## config.mk

```make
export PLATFORM = sky130hd
export DESIGN_NAME = mailbox_fifo_channel
export DESIGN_NICKNAME = d
export VERILOG_FILES = /design/src/rtl/mailbox_fifo_channel.sv
export SDC_FILE = /design/constraint.sdc
export NUM_CORES = 1
export LEC_CHECK = 0
export ABC_AREA = 1
export CAP_MARGIN = 15
export CORE_MARGIN = 2
export CORE_UTILIZATION = 35
export CTS_CLUSTER_DIAMETER = 80
export CTS_CLUSTER_SIZE = 24
export DETAILED_ROUTE_END_ITERATION = 10
export DONT_BUFFER_PORTS = 1
export GPL_ROUTABILITY_DRIVEN = 1
export GPL_TIMING_DRIVEN = 0
export MAX_ROUTING_LAYER = met4
export SETUP_SLACK_MARGIN = 0.2
export SYNTH_ARGS = -nofsm -noshare
export SYNTH_HDL_FRONTEND = slang
export SYNTH_SLANG_ARGS = --single-unit
```

## constraint.sdc

```tcl
create_clock -name clk -period 7.4 [get_ports clk]
set_clock_uncertainty 0.1 [all_clocks]
set_input_delay 0.74 -clock clk [delete_from_list [all_inputs] [get_ports clk]]
set_output_delay 0.74 -clock clk [all_outputs]
set_load 0.02 [all_outputs]
```

## src/rtl/mailbox_fifo_channel.sv

```systemverilog
// Mailbox channel with a DEPTH-entry message FIFO behind the CTRL/DATA/STATUS registers,
// a fill-level interrupt, sticky overflow/underflow flags and a CTRL-triggered flush.
module mailbox_fifo_channel #(
  parameter int DW    = 32,
  parameter int DEPTH = 8,
  parameter int AW    = $clog2(DEPTH)
) (
  input  logic          clk,
  input  logic          rst,
  input  logic [2:0]    wen,
  input  logic [DW-1:0] wdata,
  input  logic [2:0]    ren,
  output logic [DW-1:0] rdata,
  input  logic          clear_intr,
  output logic          int_flag,
  output logic [31:0]   ch_ctrl,
  output logic [31:0]   ch_status
);

  localparam int CW = AW + 1;

  logic [DW-1:0] mem [DEPTH];
  logic [AW-1:0] wr_ptr, rd_ptr;
  logic [CW-1:0] count, count_nxt;
  logic          int_en, underflow, overflow, int_pending;
  logic [1:0]    mode;
  logic [13:0]   threshold, thr;
  logic          empty, full, pop_req, flush, do_pop, do_push, set_evt;

  assign empty   = (count == '0);
  assign full    = (count == CW'(DEPTH));
  assign pop_req = (ren == 3'b010);
  assign flush   = wen[0] & wdata[14];
  // A pop on a full FIFO frees the slot, so a same-cycle push is still accepted.
  assign do_pop  = pop_req & ~empty;
  assign do_push = wen[1] & (~full | do_pop);

  assign count_nxt = flush ? '0 : count + CW'(do_push) - CW'(do_pop);
  assign thr       = (threshold == '0) ? 14'd1 : threshold;
  // Edge-triggered on count movement only; a threshold rewrite alone never fires.
  assign set_evt   = (14'(count) < thr) && (14'(count_nxt) >= thr);

  always_ff @(posedge clk or posedge rst) begin
    if (rst) begin
      wr_ptr      <= '0;
      rd_ptr      <= '0;
      count       <= '0;
      int_en      <= 1'b0;
      mode        <= '0;
      threshold   <= '0;
      underflow   <= 1'b0;
      overflow    <= 1'b0;
      int_pending <= 1'b0;
    end else begin
      count <= count_nxt;
      if (flush) begin
        wr_ptr <= '0;
        rd_ptr <= '0;
      end else begin
        if (do_push) wr_ptr <= wr_ptr + 1'b1;
        if (do_pop)  rd_ptr <= rd_ptr + 1'b1;
      end
      if (wen[0]) begin
        int_en    <= wdata[31];
        mode      <= wdata[30:29];
        threshold <= wdata[28:15];
      end
      if (pop_req && empty)               underflow <= 1'b1;
      else if (wen[2] && wdata[4])        underflow <= 1'b0;
      if (wen[1] && full && !do_pop)      overflow  <= 1'b1;
      else if (wen[2] && wdata[3])        overflow  <= 1'b0;
      if (set_evt)                                    int_pending <= 1'b1;
      else if (clear_intr || (wen[2] && wdata[1]))    int_pending <= 1'b0;
    end
  end

  always_ff @(posedge clk) begin
    if (do_push && !flush) mem[wr_ptr] <= wdata;
  end

  assign ch_ctrl   = {int_en, mode, threshold, 15'b0};
  assign ch_status = {8'(count), 19'b0, underflow, overflow, full, int_pending, ~empty};
  assign int_flag  = int_en & int_pending;

  always_comb begin
    rdata = '0;
    case (ren)
      3'b001:  rdata = DW'(ch_ctrl);
      3'b010:  if (!empty) rdata = mem[rd_ptr];
      3'b100:  rdata = DW'(ch_status);
      default: rdata = '0;
    endcase
  end

endmodule
```

==> results of run 1 <==
-- per-layer routing --
layer | track usage | up-vias | share of wire
met4 | 0.0489 | 0 | 0.019
met3 | 0.0329 | 37 | 0.083
met2 | 0.304 | 355 | 0.47
met1 | 0.253 | 3914 | 0.42
li1 | - | 3652 | -
met5 | - | - | 0
-- kinds of logic (layout without fill, tap and decap cells) --
kind of cell | count (synthesis) | count (layout) | synth area share
adder cells (fa/ha/maj) | 15 | 15 | 0.0160
flip-flops | 286 | 286 | 0.693
AND/OR/NAND/NOR | 321 | 321 | 0.110
buffers and inverters | 143 | 180 | 0.0649
XOR/XNOR | 2 | 2 | 0.00144
other | 1 | 38 | 0.000308
AO/OA/AOI/OAI | 247 | 247 | 0.114
-- how the worst max path moves through the flow --
stage / to / slack, ps / from
2_1_floorplan: mem[0][0] / 4140 / count[2]
3_3_place_gp: mem[5][11] / 2230 / wen[0]
3_5_place_dp: int_pending / 4030 / count[2]
4_1_cts: rdata[2] / 3820 / count[2]
5_1_grt: rdata[2] / 3700 / count[2]
6_report: rdata[2] / 3820 / count[2]
-- critical path, delay by kind of cell (launching register included) --
| family | cells | cell delay [ps] |
|---|---|---|
| buffers and inverters | 3 | 530 |
| adders and majority gates | 1 | 230 |
| and+or+nand+nor | 3 | 580 |
| AOI/OAI and AO/OA | 1 | 330 |
| DFF | 1 | 570 |
-- report_power, final --
group	internal, µW	leakage (µW)	switching [µW]
sequential	1910	0.00269	80.4
clock	438	0.000231	519
combinational	295	0.00191	673
-- per-stage QoR --
stage / instances / total power [µW] / hold slack (ps)
floorplan: 1052 / 2660 / 368
CTS: 1544 / 3930 / 88.2
global route: 1544 / 4100 / 114
detailed placement: 1516 / 3000 / 402
global placement: 1507 / 2940 / 399
finish: 1544 / 3920 / 79.1
-- flip-flops by register name, summed over array words and instances, names as in the netlist --
register     cells
mem            256
threshold       14
count            4
rd_ptr           3
wr_ptr           3
mode             2
int_en           1
int_pending      1
overflow         1
underflow        1
-- final cells by class --
cell class              instances  share of cell area
multi-input cells             623               0.231
clock inverters                 3             0.00239
clock buffers                  25              0.0334
inverters                      43              0.0119
plain buffers                 100              0.0460
well taps                     455              0.0418
repair buffers                  9              0.0143
flip-flops and latches        286               0.620
-- layout by cell type (no fill, tap or decap), drive strengths merged, types with 14 or more instances in the layout --
cell type,instances
nand2,95
a21oi,15
edfxtp,256
o211ai,32
clkbuf,46
ha,14
buf,88
inv,43
o21ai,163
conb,38
o22ai,23
nand3,34
dfrtp,30
nor2,185
==> metrics.yaml, run 1 <==
setup_path:
  reg2reg_depth: 17
  critPathCaptureType: "primary output"
  worstPathArrival_ps: 2740
  critPathSlowestCell: "dfrtp_1"
  r2r_setup_slack_ps: 4050
  r2r-start: "count[2]"
  timing.critical_path.cells: "inv_1 -> ha_1 -> nand3_2 -> nand2_4 -> clkinv_2 -> buf_4 -> nand3_1 -> o21ai_1"
  max_stage_delay_ps: 570
  cp.required_ps: 6560
  cp_max_fo: 10
  worstSetupStartpointType: "flip-flop"
  r2r_end: "int_pending"
  worstSetupPathType: "reg2out"
yosys:
  synth_area_leaders: "edfxtp_1 63%, dfrtp_1 6.2%, o21ai_0 5.8%"
  ys_ff_latch: 286
  synth_area_um2: 12200
  synth.largest_area_cell: "edfxtp_1"
  netlist-cell-type-count: 41
  yosysMostFrequentCell: "edfxtp_1"
  async_flop_share: 0.105
  yosysTopAreaCellShare: 0.632
  synth_commonest_cells: "256 x edfxtp_1, 184 x nor2_1, 142 x o21ai_0, 90 x nand2_1, 49 x buf_4"
  yosysWarnings: 0
  netlist_instances: 1015
  ys.flop_type: "edfxtp_1"
  synth_edf_count: 256
  yosysSeqAreaShare: 0.693
  synth_area_per_cell_um2: 12.0
floorplan:
  fp.dieArea_um2: 36300
  num_rows: 68
  initial_utilization: 0.354
  die_x_um: 190
  die_h_um: 190
  boundaryPins: 138
  core_um2: 34400
pwr:
  p_per_area_nw_per_um2: 288
  p_leak_uw: 0.00483
  ir_drop_mv: 0.229
global_route:
  grt_pass1_vias: 7577
  grt_first_pass_wirelength_mm: 49.1
  gr-total-overflow: 0
  antenna_found_initial: 0
  grt_use_total: 0.190
  grt_max_degree: 26
finish:
  fillCellCount: 3266
  register_area_um2: 8440
  fin_nets: 1135
  final_cell_area_um2: 13600
  num_antenna_cells: 0
  multi_input_area_um2: 3140
  final_util: 0.396
  drive_gt1_frac: 0.126
  area_growth_pct: 11.9
min_path:
  hp-class: "in2async"
routing:
  vias: 7958
  wire_per_inst_um: 21.8
  ant_nets: 0
  vias_per_cell: 5.15
  drc: 0
  dr.first_iter.drc_count: 696
  dr.pass1.iters: 5
  finalWirelength_mm: 33.7
clock_tree:
  post_cts_buffers: 0
  cts_max_path_buffers: 3
  h-tree-depth: 1
  cts_root_buf: "clkbuf_16"
  clk_latency_ps: 500
  cts.sink_count: 286
  clkTransAtPathRegs_ps: 100
  cts_tree: "yes"
  cts_buffers: 16
  cts_resized: 0
  postCtsHoldBufs: 0
placed_design:
  hpwl_mm: 22.5
  place.gp.congestion: 0.792
  port_buffers: 0
  place_ws_ps: 4030
  postPlaceCellArea_um2: 13100
timing:
  fmax_ghz: 0.279
  rsz0062_at_grt: "false"
  drv_slew: 0
  fin_tns_setup_ps: 0
  setup_violations: 0
  hold_violations: 0
  fin_crit_ps: 3580
  tightest_slew_ps: 961
  setup_ws_ps: 3820
  finalCritPeriodShare: 0.484
  max-slew-margin-rel: 0.353
outcome:
  status: "finished clean"
flow_run:
  maxCapViolCount: 0
Power figures use the tool's default switching activity.
==> run 2, diff against run 1 <==
==> constraint.sdc (replaced) <==
create_clock -name clk -period 3.7 [get_ports clk]
set_clock_uncertainty 0.1 [all_clocks]
set_input_delay 0.37 -clock clk [delete_from_list [all_inputs] [get_ports clk]]
set_output_delay 0.37 -clock clk [all_outputs]
set_load 0.02 [all_outputs]
==> run 2 against run 1 <==
- power increased by 100%
- critical endpoint unchanged
- largest power group unchanged
- largest cell class unchanged
- count of clock-buffer cells in the layout unchanged
- sequential cell count unchanged
- final cell count is 2.7% higher
- combinational power up 110%
==> metrics.yaml, run 2 (same netlist as run 1, synthesis figures left out) <==
floorplan:
  initial_utilization: 0.354  # unchanged
  fp.dieArea_um2: 36300  # unchanged
  die_x_um: 190  # unchanged
  die_h_um: 190  # unchanged
  core_um2: 34400  # unchanged
  boundaryPins: 138  # unchanged
  num_rows: 68  # unchanged
finish:
  multi_input_area_um2: 3150  # was 3140 µm²
  final_cells: 1585  # was 1544
  num_antenna_cells: 0  # unchanged
  layout_commonest_cell: "edfxtp_1"  # unchanged
  largest_reg_flops: 256  # unchanged
  drive_gt1_frac: 0.125  # was 0.126
  fillCellCount: 3240  # was 3266
  top_register: "mem"  # unchanged
  final_cell_mix: "256 x edfxtp_1, 176 x nor2_1, 142 x o21ai_0, 90 x nand2_1, 52 x buf_4"  # was 256 x edfxtp_1, 176 x nor2_1, 142 x o21ai_0, 90 x nand2_1, 49 x buf_4
  fin_nets: 1176  # was 1135
  reg_top3: "mem (256), threshold (14), count (4)"  # unchanged
  register_area_um2: 8440  # about the same
  area_growth_pct: 15.3  # was 11.9%
setup_path:
  worstSetupPathType: "reg2out"  # unchanged
  path_common_cell: "buf_4"
  r2r-start: "count[3]"  # was count[2]
  worstPathArrival_ps: 2710  # was 2740 ps
  path_delay_family: "buffers and inverters"  # was simple AND/OR/NAND/NOR gates
  critPathSlowestCell: "dfrtp_1"  # unchanged
  cp_max_fo: 10  # unchanged
  r2r_setup_slack_ps: 530  # was 4050 ps
  max_stage_delay_ps: 550  # was 570 ps
  crit_buf_inv: 4  # was 3
  r2r_end: "int_pending"  # unchanged
  worstSetupStartpointType: "flip-flop"  # unchanged
  timing.critical_path.cells: "inv_1 -> ha_1 -> nand3_4 -> nand2_4 -> buf_4 -> clkinv_2 -> buf_4 -> nand3_1 -> o21ai_1"  # was inv_1 -> ha_1 -> nand3_2 -> nand2_4 -> clkinv_2 -> buf_4 -> nand3_1 -> o21ai_1
  critPathCaptureType: "primary output"  # unchanged
  cp.required_ps: 3230  # was 6560 ps
  reg2reg_depth: 17  # unchanged
min_path:
  hp-class: "in2reg"  # was in2async
  whs_path_depth: 3
  hold_end: "int_pending"
  worstHoldStart: "wen[2]"
routing:
  finalWirelength_mm: 34.2  # was 33.7 mm
  dr.pass1.iters: 5  # unchanged
  drc: 0  # unchanged
  ant_nets: 0  # unchanged
  dr.first_iter.drc_count: 743  # was 696
  wire_per_inst_um: 21.6  # was 21.8 µm
  vias: 8181  # was 7958
  vias_per_cell: 5.16  # was 5.15
pwr:
  ir_drop_mv: 0.459  # was 0.229 mV
  p_per_area_nw_per_um2: 565  # was 288 nW/µm²
  p_leak_uw: 0.00500  # was 0.00483 µW
global_route:
  antenna_found_initial: 0  # unchanged
  grt_use_total: 0.193  # was 0.190
  grt_pass1_vias: 7726  # was 7577
  grt_first_pass_wirelength_mm: 49.9  # was 49.1 mm
  grt_max_degree: 26  # unchanged
  gr-total-overflow: 0  # unchanged
clock_tree:
  clkTransAtPathRegs_ps: 80  # was 100 ps
  cts.sink_count: 286  # unchanged
  cts_tree: "yes"  # unchanged
  h-tree-depth: 1  # unchanged
  cts_buffers: 16  # unchanged
  clk_latency_ps: 500  # about the same
  cts_root_buf: "clkbuf_16"  # unchanged
  cts_max_path_buffers: 3  # unchanged
flow_run:
  maxCapViolCount: 0  # unchanged
timing:
  drv_slew: 0  # unchanged
  fin_crit_ps: 3180
  max-slew-margin-rel: 0.389  # was 0.353
  rsz0062_at_grt: "false"  # unchanged
  tightest_slew_ps: 907  # was 961 ps
  setup_ws_ps: 516  # was 3820 ps
  fmax_ghz: 0.314
  finalCritPeriodShare: 0.860
  hold_violations: 0  # unchanged
  setup_violations: 0  # unchanged
outcome:
  status: "finished clean"  # unchanged
placed_design:
  dp_cells: 1516  # unchanged
  place.gp.congestion: 0.792  # unchanged
  hpwl_mm: 22.5  # unchanged
  place_ws_ps: 331  # was 4030 ps
  port_buffers: 0  # unchanged
-- run 2: changes by cell type in the layout (fill, tap and decap cells not counted) --
cell           change
dlygate4sd3_1     +38
nand3_2            -1
dfrtp_1            -1
buf_4              +3
nand3_4            +1
dfrtp_2            +1
-- run 2: cell type report --
class,count,area share
clock inverter,3,0.00232
timing repair buffer,50,0.0426
tap,455,0.0406
inverter,43,0.0116
clock buffer,25,0.0325
multi-input combinational,623,0.224
sequential,286,0.601
buffer,100,0.0447
-- run 2: routing by layer --
layer | up-vias | part of all wire | track usage
li1 | 3739 | - | -
met1 | 3998 | 0.42 | 0.260
met2 | 406 | 0.48 | 0.308
met3 | 38 | 0.087 | 0.0256
met4 | 0 | 0.022 | 0.0522
met5 | - | 0 | -
-- run 2: worst max path at each step --
stage,startpoint,to,depth (start not counted)
6_report,count[3],rdata[2],9
5_1_grt,count[2],int_pending,17
4_1_cts,count[2],int_pending,17
3_5_place_dp,count[2],int_pending,17
3_3_place_gp,count[2],mem[5][11],9
2_1_floorplan,count[2],mem[0][0],9
-- run 2: power breakdown --
part,switching (µW),internal [µW]
logic,1400,628
clock network,1040,877
registers,162,3830
-- run 2: stage by stage --
stage	total power (µW)	util	hold WS, ps	cell area [µm²]	setup TNS [ps]
2_1_floorplan	5320	-	361	12300	0
3_3_place_gp	5890	0.375	369	12900	-290070
3_5_place_dp	6000	0.382	265	13100	0
4_1_cts	7940	0.407	13.6	14000	0
5_1_grt	8300	0.408	22.0	14000	0
6_report	7930	0.408	14.1	14000	0
-- run 2: worst min-delay path: stages --
cell      delay [ps]
nand2_1           60
nand3b_1          90
nand2_1           50
-- run 2: what timing repair did --
item,in CTS,in global routing
buffers inserted,0,3
endpoints found under the setup margin,0,1
resized for setup,0,2
hold buffers,38,0
hold endpoints to repair,290,0
